$ cat src/rtl/load_store_unit.sv
// load_store_unit
// MEM-stage load/store initiator. Converts one load or store from the MEM
// pipeline register into a word-aligned data-memory request, waits for the
// completion, returns extended load data to writeback and raises address
// error (AdEL/AdES) and data bus error (DBE) exceptions. Stalls the pipeline
// while a transaction is outstanding.
//
// Ports
//   clk, rst                 clock, synchronous active-high reset
//   op_valid_i/op_i          memory instruction present / opcode[3:0]
//   addr_i/wdata_i/rd_i      effective address, store data, load destination
//   stall_o                  freeze IF/ID/EX/MEM
//   wb_valid_o/wb_rd_o/wb_data_o   one-cycle load writeback
//   exc_o/exc_code_o/badvaddr_o    one-cycle exception report
//   mem_*                    data-memory request/response port
//
// state | meaning
// IDLE  | waiting for a memory instruction
// REQ   | request driven, waiting for grant
// RESP  | granted, waiting for rvalid
// DONE  | completion cycle, load writeback pulse
// EXC   | exception pulse (misaligned or bus timeout)
module load_store_unit #(
    parameter int TIMEOUT = 64
) (
    input  logic        clk,
    input  logic        rst,
    input  logic        op_valid_i,
    input  logic [3:0]  op_i,
    input  logic [31:0] addr_i,
    input  logic [31:0] wdata_i,
    input  logic [4:0]  rd_i,
    output logic        stall_o,
    output logic        wb_valid_o,
    output logic [4:0]  wb_rd_o,
    output logic [31:0] wb_data_o,
    output logic        exc_o,
    output logic [4:0]  exc_code_o,
    output logic [31:0] badvaddr_o,
    output logic        mem_req_o,
    output logic        mem_we_o,
    output logic [31:0] mem_addr_o,
    output logic [3:0]  mem_be_o,
    output logic [31:0] mem_wdata_o,
    input  logic        mem_gnt_i,
    input  logic        mem_rvalid_i,
    input  logic [31:0] mem_rdata_i
);

    typedef enum logic [2:0] {S_IDLE, S_REQ, S_RESP, S_DONE, S_EXC} state_t;

    localparam int CW = $clog2(TIMEOUT + 1);
    localparam logic [CW-1:0] CNT_LAST = CW'(TIMEOUT - 1);

    state_t        state_q, state_d;
    logic [CW-1:0] cnt_q, cnt_d;
    logic          we_q, we_d;
    logic [1:0]    size_q, size_d;
    logic          uns_q, uns_d;
    logic [31:0]   addr_q, addr_d;
    logic [3:0]    be_q, be_d;
    logic [31:0]   wdata_q, wdata_d;
    logic [4:0]    rd_q, rd_d;
    logic [31:0]   wb_data_q, wb_data_d;
    logic [4:0]    exc_code_q, exc_code_d;
    logic [31:0]   badvaddr_q, badvaddr_d;

    logic          op_legal;
    logic          misaligned;
    logic          timeout;
    logic [31:0]   shifted;
    logic [31:0]   load_ext;

    always_comb begin
        op_legal = 1'b0;
        case (op_i)
            4'b0000, 4'b0001, 4'b0011, 4'b0100, 4'b0101,
            4'b1000, 4'b1001, 4'b1011: op_legal = 1'b1;
            default:                   op_legal = 1'b0;
        endcase
        // op_i[1:0] encodes access size: 00 byte, 01 half, 11 word
        misaligned = ((op_i[1:0] == 2'b01) && addr_i[0]) ||
                     ((op_i[1:0] == 2'b11) && (addr_i[1:0] != 2'b00));
    end

    always_comb begin
        shifted = mem_rdata_i >> {addr_q[1:0], 3'b000};
        case (size_q)
            2'b00:   load_ext = uns_q ? {24'b0, shifted[7:0]}
                                      : {{24{shifted[7]}}, shifted[7:0]};
            2'b01:   load_ext = uns_q ? {16'b0, shifted[15:0]}
                                      : {{16{shifted[15]}}, shifted[15:0]};
            default: load_ext = shifted;
        endcase
    end

    assign timeout = (cnt_q == CNT_LAST);

    always_comb begin
        state_d    = state_q;
        cnt_d      = cnt_q;
        we_d       = we_q;
        size_d     = size_q;
        uns_d      = uns_q;
        addr_d     = addr_q;
        be_d       = be_q;
        wdata_d    = wdata_q;
        rd_d       = rd_q;
        wb_data_d  = wb_data_q;
        exc_code_d = exc_code_q;
        badvaddr_d = badvaddr_q;
        case (state_q)
            S_IDLE: begin
                if (op_valid_i && op_legal) begin
                    if (misaligned) begin
                        exc_code_d = op_i[3] ? 5'd5 : 5'd4;
                        badvaddr_d = addr_i;
                        state_d    = S_EXC;
                    end else begin
                        we_d    = op_i[3];
                        size_d  = op_i[1:0];
                        uns_d   = op_i[2];
                        addr_d  = addr_i;
                        rd_d    = rd_i;
                        cnt_d   = '0;
                        case (op_i[1:0])
                            2'b00: begin
                                be_d    = 4'b0001 << addr_i[1:0];
                                wdata_d = {4{wdata_i[7:0]}};
                            end
                            2'b01: begin
                                be_d    = 4'b0011 << addr_i[1:0];
                                wdata_d = {2{wdata_i[15:0]}};
                            end
                            default: begin
                                be_d    = 4'b1111;
                                wdata_d = wdata_i;
                            end
                        endcase
                        state_d = S_REQ;
                    end
                end
            end
            S_REQ: begin
                cnt_d = cnt_q + 1'b1;
                if (timeout) begin
                    exc_code_d = 5'd7;
                    badvaddr_d = addr_q;
                    state_d    = S_EXC;
                end else if (mem_gnt_i) begin
                    state_d = S_RESP;
                end
            end
            S_RESP: begin
                cnt_d = cnt_q + 1'b1;
                // a completion on the last allowed cycle still wins
                if (mem_rvalid_i) begin
                    if (!we_q) begin
                        wb_data_d = load_ext;
                    end
                    state_d = S_DONE;
                end else if (timeout) begin
                    exc_code_d = 5'd7;
                    badvaddr_d = addr_q;
                    state_d    = S_EXC;
                end
            end
            S_DONE:  state_d = S_IDLE;
            S_EXC:   state_d = S_IDLE;
            default: state_d = S_IDLE;
        endcase
    end

    always_ff @(posedge clk) begin
        if (rst) begin
            state_q    <= S_IDLE;
            cnt_q      <= '0;
            we_q       <= 1'b0;
            size_q     <= 2'b00;
            uns_q      <= 1'b0;
            addr_q     <= '0;
            be_q       <= '0;
            wdata_q    <= '0;
            rd_q       <= '0;
            wb_data_q  <= '0;
            exc_code_q <= '0;
            badvaddr_q <= '0;
        end else begin
            state_q    <= state_d;
            cnt_q      <= cnt_d;
            we_q       <= we_d;
            size_q     <= size_d;
            uns_q      <= uns_d;
            addr_q     <= addr_d;
            be_q       <= be_d;
            wdata_q    <= wdata_d;
            rd_q       <= rd_d;
            wb_data_q  <= wb_data_d;
            exc_code_q <= exc_code_d;
            badvaddr_q <= badvaddr_d;
        end
    end

    assign stall_o     = (state_q == S_REQ) || (state_q == S_RESP) ||
                         ((state_q == S_IDLE) && op_valid_i && op_legal);
    assign wb_valid_o  = (state_q == S_DONE) && !we_q;
    assign wb_rd_o     = rd_q;
    assign wb_data_o   = wb_data_q;
    assign exc_o       = (state_q == S_EXC);
    assign exc_code_o  = exc_code_q;
    assign badvaddr_o  = badvaddr_q;
    assign mem_req_o   = (state_q == S_REQ);
    assign mem_we_o    = we_q;
    assign mem_addr_o  = {addr_q[31:2], 2'b00};
    assign mem_be_o    = be_q;
    assign mem_wdata_o = wdata_q;

endmodule

$ cat config.mk
export PLATFORM = sky130hd
export DESIGN_NAME = load_store_unit
export DESIGN_NICKNAME = d
export VERILOG_FILES = /design/src/rtl/load_store_unit.sv
export SDC_FILE = /design/constraint.sdc
export NUM_CORES = 1
export LEC_CHECK = 0
export BUFFER_PORTS_ARGS = -buffer_cell sky130_fd_sc_hd__buf_2
export CAP_MARGIN = 5
export CORE_MARGIN = 3
export CORE_UTILIZATION = 30
export CTS_CLUSTER_SIZE = 12
export DETAILED_ROUTE_END_ITERATION = 10
export PLACE_DENSITY = 0.65
export SYNTH_ARGS = -nofsm -noshare
export SYNTH_HDL_FRONTEND = slang
export SYNTH_SLANG_ARGS = --single-unit
$ cat constraint.sdc
create_clock -name clk -period 2.6 [get_ports clk]
set_clock_uncertainty 0.2 [all_clocks]
set_input_delay 0.13 -clock clk [delete_from_list [all_inputs] [get_ports clk]]
set_output_delay 0.13 -clock clk [all_outputs]
set_load 0.01 [all_outputs]
## Yosys cells after proc, flatten, opt, wreduce, memory -nomap -nowiden

Memory sizes are Yosys's and may differ from the RTL's.
Index checks and enable logic that the tools add are counted.

| storage, ports and cells | value |
|---|---|
| memories kept | 1 |
| word-level logic and storage cells | 81 |
| memory bits (read-only) | 16 |
| register bits | 156 |
| input port bits | 110 |

Memories:

| name | words | width | rd ports | clocked after Yosys merged registers in | wr ports | line | text |
|---|---|---|---|---|---|---|---|
| (no name shown) | 16 | 1 | 1 | 0 | 0 | 76 | `case (op_i)` |

| operators by class | value |
|---|---|
| reduce and logical (&&, ||, !) cells | 22 |
| equality and inequality tests | 14 |
| mux-type cells | 26 |
| bitwise logic cells | 2 |
| shift-type cells | 3 |
| $add $sub $neg | 1 |

Operators with widths:

| cell | number |
|---|---|
| 2-to-1 mux 32 bit | 6 |
| one-hot mux 32 bit (2 select lines) | 2 |
| one-hot mux 32 bit (3 select lines) | 1 |
| >> shifter 32 x 5 -> 32 bit | 1 |
| 2-to-1 mux 5 bit | 4 |
| 2-to-1 mux 3 bit | 6 |
| one-hot mux 5 bit (3 select lines) | 1 |
| 2-to-1 mux 7 bit | 2 |
| one-hot mux 7 bit (2 select lines) | 1 |
| AND reduction 3 bit | 4 |
| one-hot mux 3 bit (3 select lines) | 1 |
| != test 2 bit (second input constant) | 4 |
| one-hot mux 4 bit (2 select lines) | 1 |
| adder 7 x 1 -> 7 bit (second input constant) | 1 |
| equality test 7 x 6 -> 1 bit (second input constant) | 1 |
| equality test 3 x 2 -> 1 bit (second input constant) | 2 |
| logical AND 1 bit | 6 |
| equality test 2 x 1 -> 1 bit (second input constant) | 2 |
| zero test 2 bit | 2 |
| AND reduction 4 bit | 1 |
| nonzero test 2 bit | 2 |
| << shifter 1 x 2 -> 4 bit (first input constant) | 1 |
| << shifter 2 x 2 -> 4 bit (first input constant) | 1 |
| equality test 3 x 1 -> 1 bit (second input constant) | 1 |
| 11 further kinds | 14 |

## Depth between registers and ports, before layout

| logic depth | value |
|---|---|
| word-level depth | 6 |
| gate-level depth with buffers | 8 |
| mapped depth without buffers | 6 |

## Least setup slack after synthesis

Ideal clock, no wire load.

| timing | value |
|---|---|
| path kind | reg2reg |
| start | register state_q[0] |
| end | register wb_data_q[20] (netlist: wb_data_o[20]) |
| cell stages (with the launch flop) | 8 |
| arrival time | 1,631 ps |
| library setup time | 139 ps |
| clock period less this slack | 1,970 ps |
| path slack | 630 ps |
| required time | 2,261 ps |
| cell sequence | dfxtp_1 and2b_1 nand3b_4 or2_1 buf_6 a311oi_4 buf_6 a211oi_1 |

| on the way | value |
|---|---|
| longest elaborated chain between the ends | 2 |

RTL lines:

| what | line | text |
|---|---|---|
| start: declaration | 55 | `state_t state_q, state_d;` |
| start signal: assignment | 189 | `state_q <= state_d;` |
| equality test 3 x 2 -> 1 bit | 112 | `case (state_q)` |
| AND reduction 3 bit (no line) | n/a |  |
| end signal: assignment | 198 | `wb_data_q <= wb_data_d;` |
| end: declaration | 64 | `logic [31:0] wb_data_q, wb_data_d;` |

No other way between the ends.
A chain may end at the register's enable or synchronous reset.

## Worst setup path after layout

| timing | value |
|---|---|
| start | input addr_i[0] |
| end | register addr_q[2] |

| on the way | value |
|---|---|
| longest elaborated chain between the ends | 5 |
| elaborated cells between the ends (all ways) | 6 |

RTL lines:

| what | line | text |
|---|---|---|
| start: declaration | 30 | `input logic [31:0] addr_i,` |
| nonzero test 2 bit | 83 | `((op_i[1:0] == 2'b11) && (addr_i[1:0] != 2'b00));` |
| logical AND 1 bit | 83 |  |
| logical OR 1 bit (*) | 82 | `misaligned = ((op_i[1:0] == 2'b01) && addr_i[0]) \|\|` |
| NOT 1 bit (no line) (*) | n/a |  |
| AND reduction 3 bit (no line) (*) | n/a |  |
| end signal: assignment | 194 | `addr_q <= addr_d;` |
| end: declaration | 60 | `logic [31:0] addr_q, addr_d;` |

Mark *: on every way between the ends. The rest lies on a longest branch, timed or not.

==> reports/results.tsv <==
metric	value	unit
antenna_found_initial	1	
syn_avg_cell_area	8.48	um2
drt_iter0_drc	591	
path_class	input port to register	
clk_latency	0.41	ns
holdCritPathClass	input port to register	
cap_viol_max_count	0	
leakage	4.24	nW
powerDensity	620	nW/um2
ys_seq_area_share	42.5	%
placedCellCount	1349	
routed-wl-met3	1.84	mm
grt_pass1_vias	7116	
yosys-top-cells-area	dfxtp_1 (43%), nand2_1 (9.5%), mux2i_1 (8.0%)	
coreArea	23600	um2
ant_nets	0	
drt-total-wl	24.2	mm
rsz0062_at_grt	false	
crit_top_cell	dlygate4sd3_1	
arrival	2.63	ns
synth_largest_area_cell	dfxtp_1	
path_clk_slew	0.07	ns
setup_viol	0	
highest_layer	met4	
grt_overflow	0	
dp_hpwl	16.4	mm
hold_violations	0	
timing.slew.headroom	58.4	%
cp_cell_sequence	dlygate4sd3_1 -> buf_2 -> a21o_1 -> nand2_2 -> and3_4 -> buf_4 -> nand2_1 -> a21oi_1 -> dlygate4sd3_1	
synth_edf_count	0	
place_ws	0.346	ns
endpoint_kind	register	
setup_ws	0.124	ns
routedLengthMet1	10.0	mm
yosysWarnings	0	
hold_slack	0.0338	ns
grt_pass1_wl	38.0	mm
row_count	56	
htreeDepth	4	
drtPass1Iterations	6	
grtUsageTotal	18.1	%
clock.fmax	0.404	GHz
fin_crit_sh	95.2	%
initial_core_util	30.7	%
critPathMaxStageDelay	0.57	ns
ios	257	
numCtsBuffers	17	
clockBufferDepth	2	
fp.dieW	161	um
synth_top_cell_area_share	42.5	%
final_nets	1270	
drc	0	
ys.flop_type	dfxtp_1	
report.final.slew_viol_count	0	
layout_min_cycle_time	2.48	ns
worst_pin_slew	0.621	ns
path_buf_inv	4	
peakVddDrop	0.388	mV
synthCells	855	
ys_types	47	
cts.sinks	154	
synth-seq-cells	154	
grt_max_degree	52	
path_max_fanout	18	
power	6.39	mW
cts_root_buf	clkbuf_16	
die_area	26100	um2
die_h	161	um
crit_family	buffers and inverters	
numPortBuffers	252	
setup_tns	0	ns
vias	7247	
slowest_stage	dlygate4sd3_1	
area_growth	42.2	%
post_drt_wl_per_cell	16.2	um
instances_no_fill	1493	
dr_wl_met2	11.7	mm
async_reset_ff_share	0	%
vias_per_cell	4.85	
drive_gt1_share	30.6	%
syn_area	7250	um2
status	finished, final reports clean	
start_kind	input port	
place_congestion	0.872	
cts_tree	yes	
critPathRequiredTime	2.76	ns
registers in the layout (all words and copies together) (netlist names):
name and flops:
uns_q 1, wb_data_o 32, cnt_q 7, exc_code_o 3, mem_we_o 1, addr_q 32, wb_rd_o 5, state_q 3
mem_wdata_o 32, mem_be_o 4, badvaddr_o 32, size_q 2
layout make-up:
type / count / area (um2)
fillers: 2332 / 13300
multi-input cells: 599 / 3600
flip-flops and latches: 154 / 3080
repair buffers: 387 / 2640
clock buffers: 18 / 439
well taps: 319 / 399
clock inverters: 14 / 136
diodes: 2 / 5.00
power breakdown:
part / total, mW / internal, mW / switching [mW]
combinational: 1.35 / 0.608 / 0.739
clock: 2.43 / 1.37 / 1.06
sequential: 2.61 / 2.51 / 0.101
logic make-up after synthesis:
| family | Yosys count | synth area share [%] |
|---|---|---|
| other cells | 1 | 0.0517 |
| compound gates | 235 | 21.8 |
| flops | 154 | 42.5 |
| buf+inv | 105 | 8.49 |
| mux | 74 | 10.5 |
| fa+ha+maj | 1 | 0.173 |
| simple gates | 285 | 16.5 |
routing by layer:
layer | vias up | GRT usage [%]
li1 | 3555 | -
met1 | 3358 | 22.2
met2 | 284 | 29.6
met3 | 50 | 5.75
met4 | 0 | 6.92
met5 | - | 0
cell usage in the layout (no fill, tap or decap), types with 2 or more instances in the layout:
master           n
clkbuf_16       18
nor3b_1          2
diode_2          2
or4_1            4
nor2_1          59
a211oi_2        17
conb_1           4
nand4b_1         2
dlygate4sd3_1  107
clkinvlp_4       2
nand2_1        182
buf_2          251
or2_2            2
a211oi_1        53
nor3_1           4
a21oi_1        107
nand3_1          2
nand2b_1         4
and2b_1          2
buf_12           4
inv_6            5
o31ai_1          5
and2_1           3
mux2_2          16
nand4_1          2
buf_4           22
o21ai_0         27
dfxtp_1        153
mux2i_1         58
clkinv_4         3
a311oi_1         8
clkinv_2         2
o211ai_1         7
nor2b_1          6
cells in the mapped netlist (5+ instances only):
library cell / number
buf_2: 21
buf_6: 7
nand2_1: 183
mux2i_1: 58
a21oi_1: 108
clkbuf_1: 33
mux2_2: 16
buf_1: 6
buf_4: 37
o31ai_1: 5
nor3_1: 5
a211oi_2: 17
a211oi_1: 53
nor2_1: 60
a311oi_1: 8
nor2b_1: 6
dfxtp_1: 154
o211ai_1: 7
o21ai_0: 27
worst reg2reg max path, cell delays in order, from the launching register on:
cell and delay, ns:
dfxtp_1 0.44, and2b_1 0.21, nand3b_4 0.21, nor2_2 0.17
buf_8 0.23, o211ai_1 0.15, dlygate4sd3_1 0.59, a21oi_1 0.12
through the flow:
| stage | instance area [um2] | utilization (%) |
|---|---|---|
| after floorplan | 7260 | - |
| after global placement | 8590 | 36.4 |
| after detailed placement | 8590 | 36.4 |
| after CTS | 10200 | 43.3 |
| after global routing | 10300 | 43.6 |
| final | 10300 | 43.6 |
repair_timing:
action                                 in CTS  in global routing
endpoints found under the hold margin     135                  0
buffers inserted                            0                  2
setup endpoints to repair                   0                  5
hold buffers                              107                  0
gates resized for setup                     0                  6
worst paths after layout:
path	slack (ns)	from	to	cells past startpoint
min	0.03	mem_rdata_i[8]	wb_data_o[0]$_SDFFE_PP0P_	5
max reg2reg	0.22	state_q[1]$_SDFFE_PP0P_	wb_data_o[1]$_SDFFE_PP0P_	7
max	0.12	addr_i[0]	addr_q[2]$_SDFFE_PP0P_	9
min reg2reg	0.25	wb_data_o[7]$_SDFFE_PP0P_	wb_data_o[7]$_SDFFE_PP0P_	2
(Power assumes the default switching activity.)
